<file path="src/rtl/rate_adapt_ctrl.sv">
// Rate-adaptation controller: drains and quiets the line, switches the applied
// speed, lets the adapter settle, and generates the byte-sampling strobe.
module rate_adapt_ctrl #(
  parameter int          QUIET_CYCLES  = 12,
  parameter logic [15:0] DRAIN_TIMEOUT = 16'd50000,
  parameter int          SETTLE_CYCLES = 200,
  parameter logic [1:0]  RESET_SPEED   = 2'b10
) (
  input  logic       i_GClk,
  input  logic       i_Reset,
  input  logic [1:0] i2_SpeedReq,
  input  logic       i_SpeedReqValid,
  output logic       o_SpeedReqAck,
  output logic       o_ReqErr,
  input  logic       i_TxEN,
  input  logic       i_TxER,
  input  logic       i_RxEN,
  input  logic       i_RxER,
  output logic [1:0] o2_Speed,
  output logic       o_SamplingClk,
  output logic       o_TxHold,
  output logic       o_ForceSwitch,
  output logic [1:0] o2_State
);

  localparam int IW = $clog2(QUIET_CYCLES + 1);
  localparam int SW = $clog2(SETTLE_CYCLES + 1);

  typedef enum logic [1:0] {
    ST_RUN    = 2'd0,
    ST_DRAIN  = 2'd1,
    ST_SWITCH = 2'd2,
    ST_SETTLE = 2'd3
  } state_t;

  state_t          state;
  logic [1:0]      reqSpeed;
  logic [6:0]      divCnt;
  logic [6:0]      divNext;
  logic [6:0]      divTop;
  logic [IW-1:0]   idleCnt;
  logic [15:0]     tmoCnt;
  logic [SW-1:0]   settleCnt;
  logic            firstCyc;
  logic            ackDly;
  logic            activity;
  logic            reqBlock;

  assign o2_State = state;
  assign activity = i_TxEN | i_TxER | i_RxEN | i_RxER;

  // Handshake: the requester holds valid and code stable until it samples the
  // one-cycle ack; valid is not looked at in the ack cycle or the one after it.
  assign reqBlock = o_SpeedReqAck | ackDly;

  assign divTop = (o2_Speed == 2'b00) ? 7'd99 : 7'd9;

  // The strobe is registered alongside the counter so it is high exactly when
  // the visible count is zero; the first post-reset cycle holds the count at 0.
  always_comb begin
    divNext = divCnt + 7'd1;
    if (firstCyc || o2_Speed[1]) divNext = '0;
    else if (divCnt >= divTop)   divNext = '0;
  end

  always_ff @(posedge i_GClk) begin
    if (i_Reset) begin
      state         <= ST_RUN;
      o2_Speed      <= RESET_SPEED;
      reqSpeed      <= RESET_SPEED;
      divCnt        <= '0;
      idleCnt       <= '0;
      tmoCnt        <= '0;
      settleCnt     <= '0;
      firstCyc      <= 1'b1;
      ackDly        <= 1'b0;
      o_SamplingClk <= 1'b0;
      o_SpeedReqAck <= 1'b0;
      o_ReqErr      <= 1'b0;
      o_TxHold      <= 1'b0;
      o_ForceSwitch <= 1'b0;
    end else begin
      firstCyc      <= 1'b0;
      ackDly        <= o_SpeedReqAck;
      o_SpeedReqAck <= 1'b0;
      o_ReqErr      <= 1'b0;
      o_ForceSwitch <= 1'b0;
      divCnt        <= divNext;
      o_SamplingClk <= (divNext == 7'd0);
      case (state)
        ST_RUN: begin
          o_TxHold  <= 1'b0;
          idleCnt   <= '0;
          tmoCnt    <= '0;
          settleCnt <= '0;
          if (i_SpeedReqValid && !reqBlock) begin
            if (i2_SpeedReq == 2'b11) begin
              o_SpeedReqAck <= 1'b1;
              o_ReqErr      <= 1'b1;
            end else if (i2_SpeedReq == o2_Speed) begin
              o_SpeedReqAck <= 1'b1;
            end else begin
              reqSpeed <= i2_SpeedReq;
              o_TxHold <= 1'b1;
              state    <= ST_DRAIN;
            end
          end
        end
        ST_DRAIN: begin
          o_TxHold <= 1'b1;
          tmoCnt   <= tmoCnt + 16'd1;
          idleCnt  <= activity ? '0 : idleCnt + 1'b1;
          // Current-cycle activity vetoes the quiet switch, so no frame is cut.
          if (!activity && idleCnt == IW'(QUIET_CYCLES - 1)) begin
            state <= ST_SWITCH;
          end else if (tmoCnt == DRAIN_TIMEOUT - 16'd1) begin
            o_ForceSwitch <= 1'b1;
            state         <= ST_SWITCH;
          end
        end
        ST_SWITCH: begin
          o2_Speed      <= reqSpeed;
          divCnt        <= '0;
          o_SamplingClk <= 1'b1;
          idleCnt       <= '0;
          tmoCnt        <= '0;
          state         <= ST_SETTLE;
        end
        ST_SETTLE: begin
          if (settleCnt == SW'(SETTLE_CYCLES - 1)) begin
            settleCnt     <= '0;
            o_SpeedReqAck <= 1'b1;
            o_TxHold      <= 1'b0;
            state         <= ST_RUN;
          end else begin
            settleCnt <= settleCnt + 1'b1;
          end
        end
        default: state <= ST_RUN;
      endcase
    end
  end

endmodule

</file>
<file path="config.mk">
export PLATFORM = sky130hd
export DESIGN_NAME = rate_adapt_ctrl
export DESIGN_NICKNAME = d
export VERILOG_FILES = /design/src/rtl/rate_adapt_ctrl.sv
export SDC_FILE = /design/constraint.sdc
export NUM_CORES = 1
export LEC_CHECK = 0
export ABC_AREA = 1
export BUFFER_PORTS_ARGS = -buffer_cell sky130_fd_sc_hd__buf_2
export CORE_MARGIN = 1.5
export CORE_UTILIZATION = 40
export CTS_BUF_LIST = sky130_fd_sc_hd__clkbuf_4 sky130_fd_sc_hd__clkbuf_8
export DETAILED_ROUTE_END_ITERATION = 7
export PLACE_DENSITY = 0.69
export SETUP_SLACK_MARGIN = 0.15
export SKIP_CTS_REPAIR_TIMING = 1
export SLEW_MARGIN = 15
export SYNTH_ARGS = -nofsm -noshare
export SYNTH_HDL_FRONTEND = slang
export SYNTH_SLANG_ARGS = --single-unit
export TNS_END_PERCENT = 1
</file>
<file path="constraint.sdc">
create_clock -name i_GClk -period 2.25 [get_ports i_GClk]
set_clock_uncertainty 0.15 [all_clocks]
set_input_delay 0 -clock i_GClk [delete_from_list [all_inputs] [get_ports i_GClk]]
set_output_delay 0 -clock i_GClk [all_outputs]
set_load 0.05 [all_outputs]
</file>
==> metrics.txt <==
status=complete, but fails checks; violated checks=negative hold slack; vias after detailed routing=2171; Placer Congestion=0.771; Async S/R FF share, synth=0; CP endpoint kind=flop; most area-consuming cells after synthesis=dfxtp_1 39%, nand2_1 9.7%, nor2_1 9.2%, ha_1 6.1%, inv_1 6.1%; Switch Pwr=0.978 mW; post-layout min period=1.94 ns; largest net degree at the start of global routing=19; Initial Util=0.413; Logic pwr share=0.347; Hold WC Path Type=input port to flop; Sw Share=0.385; DRC viols=0; Critical-path top delay cell=dfxtp_4; largest stage delay on the critical path=0.40 ns; cell area after placement=0.00262 sq mm; share of cells above drive strength 1=0.131; Mapped Cells=339; TritonCTS Sinks=48; initial antenna violation count=0; final setup TNS=0 ns; Required @ worst endpoint=2.35 ns; Net count, final=386; core area=0.00592 sq mm; area leader, netlist=dfxtp_1; Int Pwr=1.56 mW; root buffer cell=clkbuf_8; crit path DAT=2.04 ns; kind of cell adding the most delay to the critical path=compound AO/OA/AOI/OAI gates; global-route wire length before repair=8050 microns; vias in the first global route=1940; area share of the largest cell type after synthesis=0.393; gr ovfl total=0; distinct cell type count after synthesis=35; Synth Flop Type=dfxtp_1; syn_nets=360; leak pwr=1.15 nW; number of max-cap violations=0; Final Power=2.54 mW; Post-synth EDFFs=0; clock buffer count from CTS=5; clock transition at the registers of the reported paths=0.09 ns; dpl hpwl=3610 microns; Yosys warnings=0; DR pass1 iterations=4; Final Setup Violations=0; most frequent CP cell=inv_1; DR vias/cell=4.92; final instance area=0.00279 sq mm; Hold Vio Cnt, Final=3; Die ar.=0.00659 sq mm; clk_lat worst skew=0.30 ns; fill count=580; final WL=4940 microns; VDD IR max=0.395 mV; CTS Buffer Depth=2; Total GRT Usage=0.158; Seq pwr share=0.406; I/O pins=18; fin cells=441; Setup crit start kind=flop; Antenna Nets Post-Route=0; worst-margin pin slew=0.342 ns; row cnt=28; Yosys reg bits=48; Placed Cells=428; Slew HR=0.771; Fmax=0.515 GHz; Clock Power Share=0.247; crit-path cells=inv_1, ha_1, nor2_1, inv_1, a21oi_4, inv_2, a21oi_1, o21a_1; Area Overhead vs Synth=14.2%; initial drt markers=72; Hold Slack=-0.0340 ns; Avg WL per Cell=11.2 microns; ANT cells=0; max-slew violation count=0; PD cells=909 mW/mm^2; Buf+Inv Stages, Crit Path=3; final worst-path cycle share=0.863; worst-path fanout max=9; Chip Width=81.2 microns; CTS tree=yes; Die Ht=81.2 microns; RSZ-0062 raised after global routing=true; sequential-to-total area share from yosys stat=0.393; mapped cell area=0.00244 sq mm; Worst Setup Path Type=flop to flop; Clock H-tree levels=2; Synth Area per Inst=7.21 sq um; port bufs=17
-- final timing paths --
kind                                 start                      end  slack, ns  cells after the start
hold / removal                      i_TxEN  idleCnt[3]$_SDFFE_PP0P_      -0.03                      6
hold reg to reg   o_SpeedReqAck$_SDFF_PP0_        ackDly$_SDFF_PP0_       0.30                      2
setup / recovery  o2_State[0]$_SDFFE_PP0P_  tmoCnt[10]$_SDFFE_PP0P_       0.31                      8
setup reg to reg  o2_State[0]$_SDFFE_PP0P_  tmoCnt[10]$_SDFFE_PP0P_       0.31                      8
-- cell usage in the layout (no fill, tap or decap), drive strengths merged --
cell type and count:
a31oi 1, clkinv 1, nor3b 4, o21a 2, nor4 5, o22ai 1, clkbuf 6, o21ai 15
and3 1, xnor2 2, nand2 67, nor2 63, nor3 13, nand3 19, buf 18, o21bai 2
a21oi 27, dfxtp 48, xor2 2, o211ai 2, bufinv 1, a211oi 4, nand4 3, ha 12
inv 42, dlygate4sd3 5
-- flip-flops by register name (all words and copies together), names as in the netlist --
signal / cells
o_ForceSwitch: 1
firstCyc: 1
o_TxHold: 1
o_ReqErr: 1
o_SamplingClk: 1
o2_State: 2
idleCnt: 4
divCnt: 7
settleCnt: 8
tmoCnt: 16
ackDly: 1
o_SpeedReqAck: 1
o2_Speed: 2
reqSpeed: 2
-- through the flow --
step | setup slack [ns] | util
6_report | 0.309 | 0.471
5_1_grt | 0.126 | 0.471
4_1_cts | 0.223 | 0.460
3_5_place_dp | 0.258 | 0.442
3_3_place_gp | 0.304 | 0.442
2_1_floorplan | 0.203 | -
-- layout make-up --
type                    instances  area [sq um]  share of cell area
clock inverters                 2          35.0              0.0126
inverters                      42           158              0.0565
well taps                      75          93.8              0.0336
repair buffers                 23           143              0.0511
multi-input cells             245          1320               0.473
flip-flops and latches         48           966               0.346
clock buffers                   6          76.3              0.0273
-- routing by layer --
metal  part of all wire  track usage  vias up
met4              0.021       0.0759        0
met5                  0            0        -
met3              0.031       0.0382        9
met2               0.48        0.263       33
met1               0.47        0.189      972
li1                   -            -     1157
-- Yosys cell counts, drive strengths merged, types with 3 or more instances --
| cell type | count |
|---|---|
| nand2 | 67 |
| nand4 | 3 |
| nand3 | 19 |
| dfxtp | 48 |
| nor2 | 63 |
| nor3b | 4 |
| a211oi | 4 |
| inv | 42 |
| nor4 | 5 |
| ha | 12 |
| nor3 | 13 |
| o21ai | 15 |
| a21oi | 27 |
-- worst register-to-register path, cell delays in order, from the launching register on --
cell and delay (ns):
dfxtp_4 0.40, inv_1 0.10, ha_1 0.29, nor2_1 0.22, inv_1 0.12, a21oi_4 0.24, inv_2 0.12, a21oi_1 0.13
o21a_1 0.12
-- power by group through the flow --
| stage | Clock (mW) | Combinational (mW) | Sequential (mW) |
|---|---|---|---|
| 5_1_grt | 0.666 | 0.990 | 1.04 |
| 3_3_place_gp | 0 | 0.808 | 1.05 |
| 2_1_floorplan | 0 | 0.507 | 1.17 |
| 6_report | 0.626 | 0.881 | 1.03 |
| 3_5_place_dp | 0 | 0.820 | 1.05 |
| 4_1_cts | 0.649 | 0.828 | 1.03 |
-- logic make-up (layout without fill, tap and decap cells) --
| group | after synthesis | count (layout) | share of synthesized area |
|---|---|---|---|
| AND/OR/NAND/NOR | 175 | 175 | 0.328 |
| buffers and inverters | 46 | 73 | 0.0717 |
| flip-flops | 48 | 48 | 0.393 |
| XOR/XNOR | 4 | 4 | 0.0143 |
| AO/OA/AOI/OAI | 54 | 54 | 0.131 |
| adder cells (fa/ha/maj) | 12 | 12 | 0.0614 |
(Power assumes the default switching activity.)
